`config.mk`:
```
export PLATFORM = sky130hd
export DESIGN_NAME = ram16_ctrl_flat
export DESIGN_NICKNAME = d
export VERILOG_FILES = /design/src/rtl/ram16_ctrl_pkg.sv /design/src/rtl/ram16_ctrl_if.sv /design/src/rtl/ram16_addr_cnt.sv /design/src/rtl/ram16_ctrl.sv /design/src/flat_wrapper.sv
export SDC_FILE = /design/constraint.sdc
export NUM_CORES = 1
export LEC_CHECK = 0
export CAP_MARGIN = 15
export CELL_PAD_IN_SITES_DETAIL_PLACEMENT = 0
export CELL_PAD_IN_SITES_GLOBAL_PLACEMENT = 1
export CORE_MARGIN = 5
export CORE_UTILIZATION = 25
export CTS_CLUSTER_DIAMETER = 200
export DETAILED_ROUTE_END_ITERATION = 10
export GPL_TIMING_DRIVEN = 0
export PLACE_DENSITY = 0.82
export SETUP_SLACK_MARGIN = 0.15
export SLEW_MARGIN = 20
export SYNTH_ARGS = -nofsm -noshare
export SYNTH_HDL_FRONTEND = slang
export SYNTH_SLANG_ARGS = --single-unit
```
`constraint.sdc`:
```
create_clock -name clk -period 2.15 [get_ports clk]
set_input_delay 0.43 -clock clk [delete_from_list [all_inputs] [get_ports clk]]
set_output_delay 0.43 -clock clk [all_outputs]
set_load 0.03 [all_outputs]
```
`src/rtl/ram16_ctrl_pkg.sv`:
```
// Shared types and default widths for the ram16 burst controller.
package ram16_ctrl_pkg;

  localparam int DEF_DATA_W = 32;
  localparam int DEF_ADDR_W = 4;
  localparam int DEF_LEN_W  = 4;

  typedef enum logic [2:0] {
    IDLE,
    WR,
    RD_ADDR,
    RD_CAP,
    RD_HOLD,
    DONE
  } state_e;

endpackage

```
`src/rtl/ram16_ctrl_if.sv`:
```
// CPU-side command / write-data / read-data channels of the ram16 burst controller.
interface ram16_ctrl_if
  import ram16_ctrl_pkg::*;
#(
  parameter int DATA_W = DEF_DATA_W,
  parameter int ADDR_W = DEF_ADDR_W,
  parameter int LEN_W  = DEF_LEN_W
);
  logic              req_valid;
  logic              req_ready;
  logic              req_write;
  logic [ADDR_W-1:0] req_addr;
  logic [LEN_W-1:0]  req_len;
  logic              wd_valid;
  logic              wd_ready;
  logic [DATA_W-1:0] wd_data;
  logic              rd_valid;
  logic              rd_ready;
  logic [DATA_W-1:0] rd_data;
  logic              done;
  logic              err;

  modport master (
    output req_valid, req_write, req_addr, req_len, wd_valid, wd_data, rd_ready,
    input  req_ready, wd_ready, rd_valid, rd_data, done, err
  );

  modport slave (
    input  req_valid, req_write, req_addr, req_len, wd_valid, wd_data, rd_ready,
    output req_ready, wd_ready, rd_valid, rd_data, done, err
  );
endinterface

```
`src/rtl/ram16_addr_cnt.sv`:
```
// Loadable burst address / remaining-word counter; the count holds at zero once exhausted.
module ram16_addr_cnt
  import ram16_ctrl_pkg::*;
#(
  parameter int ADDR_W = DEF_ADDR_W,
  parameter int LEN_W  = DEF_LEN_W
) (
  input  logic              clk,
  input  logic              rst_n,
  input  logic              load,
  input  logic [ADDR_W-1:0] load_addr,
  input  logic [LEN_W-1:0]  load_len,
  input  logic              step,
  output logic [ADDR_W-1:0] cur_addr,
  output logic              last,
  output logic              at_end
);
  logic [LEN_W-1:0] count;

  // NOTE: sequential state uses non-blocking assignments so every flop samples pre-edge values.
  always_ff @(posedge clk or negedge rst_n) begin
    if (!rst_n) begin
      cur_addr <= '0;
      count    <= '0;
    end else if (load) begin
      cur_addr <= load_addr;
      count    <= load_len;
    end else if (step) begin
      cur_addr <= cur_addr + ADDR_W'(1);
      if (count != '0) count <= count - LEN_W'(1);
    end
  end

  assign last   = (count == '0);
  assign at_end = &cur_addr;

endmodule

```
`src/rtl/ram16_ctrl.sv`:
```
// Burst read/write initiator for the 16x32 ram16 array.
// Build option RAM16_CTRL_WRAP_EN: bursts wrap past address 15 instead of truncating there with err.
module ram16_ctrl
  import ram16_ctrl_pkg::*;
#(
  parameter int DATA_W = DEF_DATA_W,
  parameter int ADDR_W = DEF_ADDR_W,
  parameter int LEN_W  = DEF_LEN_W
) (
  input  logic              clk,
  input  logic              rst_n,
  ram16_ctrl_if.slave       bus,
  output logic              mem_en,
  output logic              mem_read,
  output logic [ADDR_W-1:0] mem_addr,
  output logic [DATA_W-1:0] mem_wdata,
  input  logic [DATA_W-1:0] mem_rdata
);
  state_e            state, state_nxt;
  logic              req_hs, wd_hs, rd_hs;
  logic [ADDR_W-1:0] cur_addr;
  logic              last, at_end, final_word, trunc;

  assign req_hs = (state == IDLE)    && bus.req_valid;
  assign wd_hs  = (state == WR)      && bus.wd_valid;
  assign rd_hs  = (state == RD_HOLD) && bus.rd_ready;

  ram16_addr_cnt #(.ADDR_W(ADDR_W), .LEN_W(LEN_W)) u_cnt (
    .clk       (clk),
    .rst_n     (rst_n),
    .load      (req_hs),
    .load_addr (bus.req_addr),
    .load_len  (bus.req_len),
    .step      (wd_hs | rd_hs),
    .cur_addr  (cur_addr),
    .last      (last),
    .at_end    (at_end)
  );

`ifdef RAM16_CTRL_WRAP_EN
  assign final_word = last;
  assign trunc      = 1'b0 & at_end;
`else
  // Address 15 ends the burst early; a word still owed there marks the burst as truncated.
  assign final_word = last | at_end;
  assign trunc      = at_end & ~last;
`endif

  always_ff @(posedge clk or negedge rst_n) begin
    if (!rst_n) state <= IDLE;
    else        state <= state_nxt;
  end

  always_comb begin
    state_nxt = state;
    unique case (state)
      IDLE:    if (req_hs) state_nxt = bus.req_write ? WR : RD_ADDR;
      WR:      if (wd_hs && final_word) state_nxt = DONE;
      RD_ADDR: state_nxt = RD_CAP;
      RD_CAP:  state_nxt = RD_HOLD;
      RD_HOLD: if (rd_hs) state_nxt = final_word ? DONE : RD_ADDR;
      DONE:    state_nxt = IDLE;
      default: state_nxt = IDLE;
    endcase
  end

  // NOTE: every output gets a default first so no path through the block can infer a latch.
  always_comb begin
    bus.req_ready = 1'b0;
    bus.wd_ready  = 1'b0;
    bus.done      = 1'b0;
    mem_en        = 1'b0;
    mem_read      = 1'b0;
    unique case (state)
      IDLE:    bus.req_ready = 1'b1;
      WR: begin
        bus.wd_ready = 1'b1;
        mem_en       = bus.wd_valid;
      end
      RD_ADDR: mem_read = 1'b1;
      DONE:    bus.done = 1'b1;
      default: ;
    endcase
  end

  assign mem_addr  = cur_addr;
  assign mem_wdata = bus.wd_data;

  always_ff @(posedge clk or negedge rst_n) begin
    if (!rst_n) begin
      bus.rd_valid <= 1'b0;
      bus.rd_data  <= '0;
      bus.err      <= 1'b0;
    end else begin
      if (state == RD_CAP) begin
        bus.rd_data  <= mem_rdata;
        bus.rd_valid <= 1'b1;
      end else if (rd_hs) begin
        bus.rd_valid <= 1'b0;
      end
      if ((wd_hs || rd_hs) && trunc) bus.err <= 1'b1;
    end
  end

endmodule

```
`src/flat_wrapper.sv`:
```
// flat-port wrapper written by rule: the top's interface ports become plain ports
module ram16_ctrl_flat import ram16_ctrl_pkg::*;
#(
  parameter int DATA_W = DEF_DATA_W,
  parameter int ADDR_W = DEF_ADDR_W,
  parameter int LEN_W  = DEF_LEN_W
)
  (clk, rst_n, mem_en, mem_read, mem_addr, mem_wdata, mem_rdata, bus_req_valid, bus_req_write, bus_req_addr, bus_req_len, bus_wd_valid, bus_wd_data, bus_rd_ready, bus_req_ready, bus_wd_ready, bus_rd_valid, bus_rd_data, bus_done, bus_err);
  ram16_ctrl_if #(.DATA_W(DATA_W), .ADDR_W(ADDR_W), .LEN_W(LEN_W)) bus_i ();
  input  logic clk;
  input  logic rst_n;
  output logic mem_en;
  output logic mem_read;
  output logic [ADDR_W-1:0] mem_addr;
  output logic [DATA_W-1:0] mem_wdata;
  input  logic [DATA_W-1:0] mem_rdata;
  input wire logic [$bits(bus_i.req_valid)-1:0] bus_req_valid;
  input wire logic [$bits(bus_i.req_write)-1:0] bus_req_write;
  input wire logic [$bits(bus_i.req_addr)-1:0] bus_req_addr;
  input wire logic [$bits(bus_i.req_len)-1:0] bus_req_len;
  input wire logic [$bits(bus_i.wd_valid)-1:0] bus_wd_valid;
  input wire logic [$bits(bus_i.wd_data)-1:0] bus_wd_data;
  input wire logic [$bits(bus_i.rd_ready)-1:0] bus_rd_ready;
  output wire logic [$bits(bus_i.req_ready)-1:0] bus_req_ready;
  output wire logic [$bits(bus_i.wd_ready)-1:0] bus_wd_ready;
  output wire logic [$bits(bus_i.rd_valid)-1:0] bus_rd_valid;
  output wire logic [$bits(bus_i.rd_data)-1:0] bus_rd_data;
  output wire logic [$bits(bus_i.done)-1:0] bus_done;
  output wire logic [$bits(bus_i.err)-1:0] bus_err;
  assign bus_i.req_valid = bus_req_valid;
  assign bus_i.req_write = bus_req_write;
  assign bus_i.req_addr = bus_req_addr;
  assign bus_i.req_len = bus_req_len;
  assign bus_i.wd_valid = bus_wd_valid;
  assign bus_i.wd_data = bus_wd_data;
  assign bus_i.rd_ready = bus_rd_ready;
  assign bus_req_ready = bus_i.req_ready;
  assign bus_wd_ready = bus_i.wd_ready;
  assign bus_rd_valid = bus_i.rd_valid;
  assign bus_rd_data = bus_i.rd_data;
  assign bus_done = bus_i.done;
  assign bus_err = bus_i.err;
  ram16_ctrl #(.DATA_W(DATA_W), .ADDR_W(ADDR_W), .LEN_W(LEN_W)) u_core (.clk(clk), .rst_n(rst_n), .bus(bus_i), .mem_en(mem_en), .mem_read(mem_read), .mem_addr(mem_addr), .mem_wdata(mem_wdata), .mem_rdata(mem_rdata));
endmodule
```
==> summary.txt <==
Global routing
  • Largest net degree at the start of global routing: 31
  • Total grt overflow: 0
  • First-pass GRT wire length: 9.46 mm
  • Initial antenna violation count: 0
  • Total track usage: 10.5%
  • Vias in the first global route: 1984

Floorplanning
  • Die X: 104 um
  • IO Count: 153
  • Chip height: 104 um
  • Row count: 34
  • DIE AREA: 0.0107 mm2
  • Initial core utilization: 25.4%
  • Core box area: 0.00864 mm2

Clocking
  • CTS tree: built
  • Clk sink count: 45
  • H-tree Lvls: 2
  • Root Driver: clkbuf_8
  • Clock Pin Slew Worst Setup and Hold Paths: 90 ps
  • Inserted Clock Buffers: 5
  • Clock insertion delay at the later pin of the skew report: 290 ps
  • Clock buffer depth: 2

STA
  • Setup TNS: 0 ps
  • RSZ-0062 raised after global routing: yes
  • Clock Skew: 4.06 ps
  • Worst-Margin Slew: 411 ps
  • Max_slew headroom: 72.6%
  • Tcrit/Tclk final: 90.1%
  • Fmax: 516 MHz
  • Final setup fails: 0
  • Final hold vios: 0
  • Slew Limit Fails: 0
  • Minimum clock period: 1940 ps
  • Fin Hold WS: 56.3 ps

Setup path
  • Crit Path Category: reg2out
  • WP data required: 1720 ps
  • Reg2reg path depth: 5
  • Sequence of cells on the critical path: clkbuf_2, nor3b_1, clkbuf_2
  • CP Capture Type: primary output
  • Maximum cell stage delay along the critical path: 480 ps
  • Reg2reg setup slack: 340 ps
  • FF-to-FF Start: u_core.state[0]
  • CP Max Fanout: 10
  • Reg-to-reg critical path endpoint: u_core.bus.rd_data[25]
  • CP most frequent cell: clkbuf_2
  • Worst setup path start: u_core.state[1]
  • Slowest CP cell: dfrtp_1
  • CP Data Arrival Time: 1510 ps
  • Setup crit end: mem_read
  • CP Launch Type: register

Finish
  • Ratio of cells with drive above 1 in the final layout: 28.8%
  • # diodes: 0
  • Post-synthesis to final-layout area growth: 65.0%
  • Final #Nets: 391
  • Final std cells w/o fill: 420

Synth
  • Synth Cell Area: 0.00219 mm2
  • Post-synth EDFFs: 0
  • Most numerous cell in the Yosys netlist: dfrtp_1
  • Area contributors post-synth: dfrtp_1, mux2_2, buf_4, nor2_1, a21oi_1
  • Post-Synthesis Cells: 183
  • Synth area leader: dfrtp_1
  • Syn_nets: 263
  • Ys flop type: dfrtp_1
  • Sequential area share after synthesis: 51.4%
  • Ys async rst share: 100%
  • XOR/XNOR Fraction of Synth Area: 1.20%
  • Synth warnings: 0
  • Compound-Gate Fraction of Synth Area: 6.91%
  • Synth top area share: 51.4%
  • Post-Synth Adder-Cell Area: 1.14%
  • Seq cells post-synth: 45
  • Largest family of logic cells by synthesized area: multiplexers
  • Multiplexer area fraction after synthesis: 17.9%
  • Syn avg cell area: 12.0 um2
  • Most frequent cells after synthesis: dfrtp_1, buf_4, mux2_2
  • Synth Area in Simple Gates: 8.17%
  • Synth unique cells: 36

Placed design
  • HPWL after DPL: 4.77 mm
  • Cell Count Post-Placement: 412
  • Port bufs: 120
  • Placer Congestion: 0.708

Worst hold path
  • Worst Hold Class: in2async

Drt
  • Vias per Instance: 4.33
  • DR WL/cell: 14.0 um
  • Post-route DRC: 0
  • Post-route ant nets: 0
  • Initial DRT Pass Iterations: 4
  • DR vias: 1820
  • DR iter-0 viols: 48
  • Routed Wire Length: 5.87 mm

Power
  • Peak VDD IR: 622 uV
  • Lkg Pwr: 0.00155 uW
  • Power per Cell Area: 1360 mW/mm2

Run
  • Max Cap Viol: 0

Outcome
  • Status: finished clean
[registers in the layout, indices dropped and copies added (netlist names)]
signal,count
u_core.bus.err,1
u_core.bus.rd_data,32
u_core.bus.rd_valid,1
u_core.state,3
u_core.u_cnt.count,4
u_core.u_cnt.cur_addr,4
[area by class of cell]
class | instances | area (um2)
Buffer | 39 | 279
Clock buffer | 6 | 72.6
Clock inverter | 2 | 10.0
Fill cell | 824 | 5020
Inverter | 4 | 15.0
Multi-Input combinational cell | 95 | 779
Sequential cell | 45 | 1130
Tap cell | 108 | 135
Timing Repair Buffer | 121 | 1190
[cell usage in the layout (no fill, tap or decap), drive strengths merged, types with 2 or more instances in the layout]
master	instances
dfrtp	45
ha	2
clkdlybuf4s50	114
mux2i	2
a31oi	3
clkbuf	11
nand3	3
a21oi	7
or4	2
inv	4
and4bb	2
nor2	12
mux2	33
clkinv	2
nor2b	2
o21ai	5
buf	40
nand2	5
xor2	2
[repair_timing]
item                                    in CTS  in global routing
endpoints found under the setup margin       5                  3
cloned                                       0                  0
gates resized for setup                     13                  8
hold buffers                                 0                  0
buffers inserted                             0                  0
[layer usage]
| metal | track usage (%) | vias to the layer above | share of wire [%] |
|---|---|---|---|
| met4 | 2.53 | 0 | 0.89 |
| met5 | 0 | - | 0 |
| met3 | 4.66 | 5 | 10 |
| met2 | 18.1 | 77 | 50 |
| met1 | 12.0 | 885 | 39 |
| li1 | - | 853 | - |
[through the flow]
| stage | cell area, um2 | utilization, % | setup WS [ps] | power (uW) |
|---|---|---|---|---|
| finish | 3610 | 41.8 | 213 | 4920 |
| global route | 3610 | 41.8 | 120 | 5220 |
| CTS | 3620 | 42.0 | 28.9 | 5000 |
| detailed placement | 3550 | 41.1 | -248 | 4480 |
| global placement | 3530 | 40.9 | -726 | 4430 |
| floorplan | 2190 | - | 273 | 3280 |
[critical path: cells and delay by family, from the launching register on]
kind | cells | cell delay [ps]
buffers and inverters | 2 | 510
flip-flops | 1 | 480
AND/OR/NAND/NOR | 1 | 230
[where the power goes]
part | switching [uW] | internal, uW
Combinational | 1550 | 1350
Clock | 284 | 226
Sequential | 243 | 1270
[cell families after synthesis]
group	after synthesis
AOI/OAI and AO/OA	23
adders and majority gates	2
muxes	35
xor gates and xnor gates	3
DFF	45
and+or+nand+nor	32
buffers and inverters	43
[worst min path at each step]
| stage | start | to | slack (ps) | cells past startpoint |
|---|---|---|---|---|
| after floorplan | rst_n | u_core.bus.err | 130 | 0 |
| after global placement | u_core.bus.err | u_core.bus.err | 480 | 1 |
| after detailed placement | rst_n | u_core.bus.rd_data[10] | 380 | 1 |
| after CTS | rst_n | u_core.bus.rd_data[10] | 50 | 1 |
| after global routing | rst_n | u_core.bus.rd_data[8] | 70 | 1 |
| final | rst_n | u_core.u_cnt.cur_addr[0] | 60 | 1 |
Power figures use the tool's default switching activity.
==> edit 1: new RTL, same flow settings <==
Set the package constant `DEF_ADDR_W` to 5 (it was 4).
--- a/src/rtl/ram16_ctrl_pkg.sv
+++ b/src/rtl/ram16_ctrl_pkg.sv
@@ -2,7 +2,7 @@
 package ram16_ctrl_pkg;
 
   localparam int DEF_DATA_W = 32;
-  localparam int DEF_ADDR_W = 4;
+  localparam int DEF_ADDR_W = 5;
   localparam int DEF_LEN_W  = 4;
 
   typedef enum logic [2:0] {
Interface: changed (resized bus_req_addr and mem_addr); port bits go from 153 to 155. The function was not compared with the original's and may differ.
==> edit 1 against the original RTL <==
Area after synthesis grew 2.7%; wire length up 2.3%; largest cell class unchanged; critical path type unchanged; setup slack worse by 0.032 ns; highest routed layer unchanged; critical path depth unchanged; sequential cell count rose by 1; via count is 2.1% higher; design area rose by 2.7%; total power grew 2.7%; largest power group unchanged; core utilization up 0.50 points; sequential share of layout area is 0.15 points lower; clock skew increased by 0.0059 ns.
==> edit 1: results <==
export IMPL_outcome="finished, final reports clean"
export IMPL_synth_xor_area_share_pct=1.56
export IMPL_ys_top_cells_by_count="dfrtp_1, mux2_2, buf_4"
export IMPL_slew_headroom_pct=52.6
export IMPL_met1_length_mm=2.24
export IMPL_syn_inst=190
export IMPL_reg_top3="u_core.bus.rd_data x32, u_core.u_cnt.cur_addr x5, u_core.u_cnt.count x4"
export IMPL_grtUsageMet1_pct=11.5
export IMPL_synth_compound_area_share_pct=6.62
export IMPL_synth_area_mux_share_pct=17.4
export IMPL_r2r_end="u_core.bus.rd_data[22]"
export IMPL_synth_fa_ha_area_share_pct=1.67
export IMPL_fin_hold_ws_ns=0.174
export IMPL_grt_use_total_pct=10.4
export IMPL_max_stage_delay_ns=0.42
export IMPL_power_leakage_nw=1.58
export IMPL_use_met3_pct=5.67
export IMPL_stdcell_count=429
export IMPL_crit_start="u_core.state[1]"
export IMPL_skew_ns=0.0100
export IMPL_arrival_ns=1.54
export IMPL_grt_max_degree=29
export IMPL_cts_resized=10
export IMPL_synth_seq_area_share_pct=51.2
export IMPL_wl_met3_um=848
export IMPL_grt_pass1_vias=1973
export IMPL_vdd_ir_drop_max_v=0.000754
export IMPL_dp_hpwl_mm=4.89
export IMPL_io_buffers=122
export IMPL_grt_pass1_wl_mm=9.56
export IMPL_nets=402
export IMPL_ys_types=33
export IMPL_synthesis_nets=272
export IMPL_critPathSlowestCell="dfrtp_1"
export IMPL_drt_initial_drc_count=32
export IMPL_place_worst_setup_slack_ns=-0.214
export IMPL_place_area_um2=3630
export IMPL_dp_cells=421
export IMPL_via_per_inst=4.33
export IMPL_r2r_cells=5
edit 1: layout make-up:
type                    instances  area, um2
well taps                     108        135
inverters                       6       22.5
clock buffers                   6       72.6
repair buffers                123       1230
plain buffers                  38        269
clock inverters                 2       13.8
multi-input cells             100        812
flip-flops and latches         46       1150
fillers                       838       5050
edit 1: worst max-delay path by stage:
stage,endpoint,slack [ns],depth (start not counted)
final,mem_read,0.18,3
after global routing,mem_read,0.10,3
after CTS,mem_read,0.04,3
after detailed placement,mem_en,-0.21,3
after global placement,u_core.bus.rd_data[27],-0.73,1
after floorplan,mem_read,0.31,2
edit 1: worst register-to-register path, delay by kind of cell, from the launching register on:
kind / cells / cell delay (ns)
multiplexers: 1 / 0.37
flip-flops: 1 / 0.39
AND/OR/NAND/NOR: 2 / 0.38
buffers and inverters: 2 / 0.48
edit 1: where the power goes:
group          internal, mW  leakage, nW  switching (mW)
sequential             1.30        0.538           0.258
combinational          1.39        0.995            1.58
clock                 0.230       0.0452           0.295
total                  2.92         1.58            2.13
==> edit 2: new RTL, same flow settings <==
Without the edit above. Encoding of `state_e`: now one-hot (6 bits for 6 states).
--- a/src/rtl/ram16_ctrl_pkg.sv
+++ b/src/rtl/ram16_ctrl_pkg.sv
@@ -5,13 +5,13 @@
   localparam int DEF_ADDR_W = 4;
   localparam int DEF_LEN_W  = 4;
 
-  typedef enum logic [2:0] {
-    IDLE,
-    WR,
-    RD_ADDR,
-    RD_CAP,
-    RD_HOLD,
-    DONE
+  typedef enum logic [5:0] {
+    IDLE    = 6'b000001,
+    WR      = 6'b000010,
+    RD_ADDR = 6'b000100,
+    RD_CAP  = 6'b001000,
+    RD_HOLD = 6'b010000,
+    DONE    = 6'b100000
   } state_e;
 
 endpackage
Function: same outputs for any inputs over 10 cycles, from zero or initial values and one cycle with rst_n low; not proved beyond that.
==> edit 2 against the original RTL <==
The flow now finishes with violations (setup timing); total power down 0.86%; wire length up 7.8%; design area up 7.4%; sequential cell count up 3; area after synthesis up 6.6%; sequential share of layout area down 0.11 points; sequential power up 5%; setup slack worse by 0.25 ns; largest cell class unchanged; register-to-register slack worse by 0.30 ns; largest power group unchanged.
==> edit 2: results <==
export IMPL_cts_setup_buffers=7
export IMPL_tightest_slew_ns=0.632
export IMPL_drtPass1Iterations=3
export IMPL_place_area_um2=3680
export IMPL_drt_initial_drc_count=28
export IMPL_outcome="finished with violations"
export IMPL_p_sw_mw=2.01
export IMPL_place_worst_setup_slack_ns=-0.272
export IMPL_place_gp_congestion=0.718
export IMPL_r2r_end="u_core.u_cnt.cur_addr[3]"
export IMPL_cts_resized=39
export IMPL_arrival_ns=1.76
export IMPL_fin_hold_ws_ns=0.145
export IMPL_endpoint="mem_en"
export IMPL_grt_pass1_wl_mm=9.75
export IMPL_setup_viol=2
export IMPL_reg2reg_from="u_core.state[2]"
export IMPL_via_per_inst=4.42
export IMPL_p_comb_share_pct=56.9
export IMPL_dp_cells=427
export IMPL_fillers=878
export IMPL_skew_ns=0.00439
export IMPL_nets=414
export IMPL_power_leakage_nw=1.67
export IMPL_fin_ws_ns=-0.0388
export IMPL_ys_top_cells_by_count="dfrtp_1, buf_4, mux2_2"
export IMPL_synth_seq_area_share_pct=51.5
export IMPL_post_drt_wl_per_cell_um=14.2
export IMPL_grt_pass1_vias=2010
export IMPL_syn_inst=196
export IMPL_critPathSlowestCell="or4_4"
export IMPL_violations="setup timing"
export IMPL_max_stage_delay_ns=0.53
export IMPL_synth_area_leaders="dfrtp_1, mux2_2, buf_4"
export IMPL_vdd_ir_drop_max_v=0.000535
export IMPL_p_comb_mw=2.78
export IMPL_synthesis_nets=276
export IMPL_r2r_cells=7
export IMPL_drt_wl_total_mm=6.33
[edit 2: cell type report]
| cell class | instances | area, um2 | share of cell area [%] |
|---|---|---|---|
| Clock buffer | 6 | 72.6 | 1.87 |
| Clock inverter | 1 | 5.00 | 0.129 |
| Tap cell | 111 | 139 | 3.58 |
| Inverter | 6 | 22.5 | 0.581 |
| Timing Repair Buffer | 131 | 1280 | 33.1 |
| Sequential cell | 48 | 1200 | 31.1 |
| Buffer | 39 | 288 | 7.42 |
| Multi-Input combinational cell | 103 | 863 | 22.3 |
[edit 2: kinds of logic after synthesis]
logic type | share of synthesized area [%]
compound gates | 6.54
xor+xnor | 1.13
fa+ha+maj | 1.07
buf+inv | 13.0
flops | 51.5
mux | 15.9
simple gates | 10.9
[edit 2: metal layers]
metal / vias to the layer above / wire [um] / global-route usage [%]
li1: 930 / - / -
met1: 958 / 2370 / 11.6
met2: 73 / 3440 / 19.5
met3: 4 / 447 / 3.31
met4: 0 / 75 / 3.11
met5: - / 0 / 0
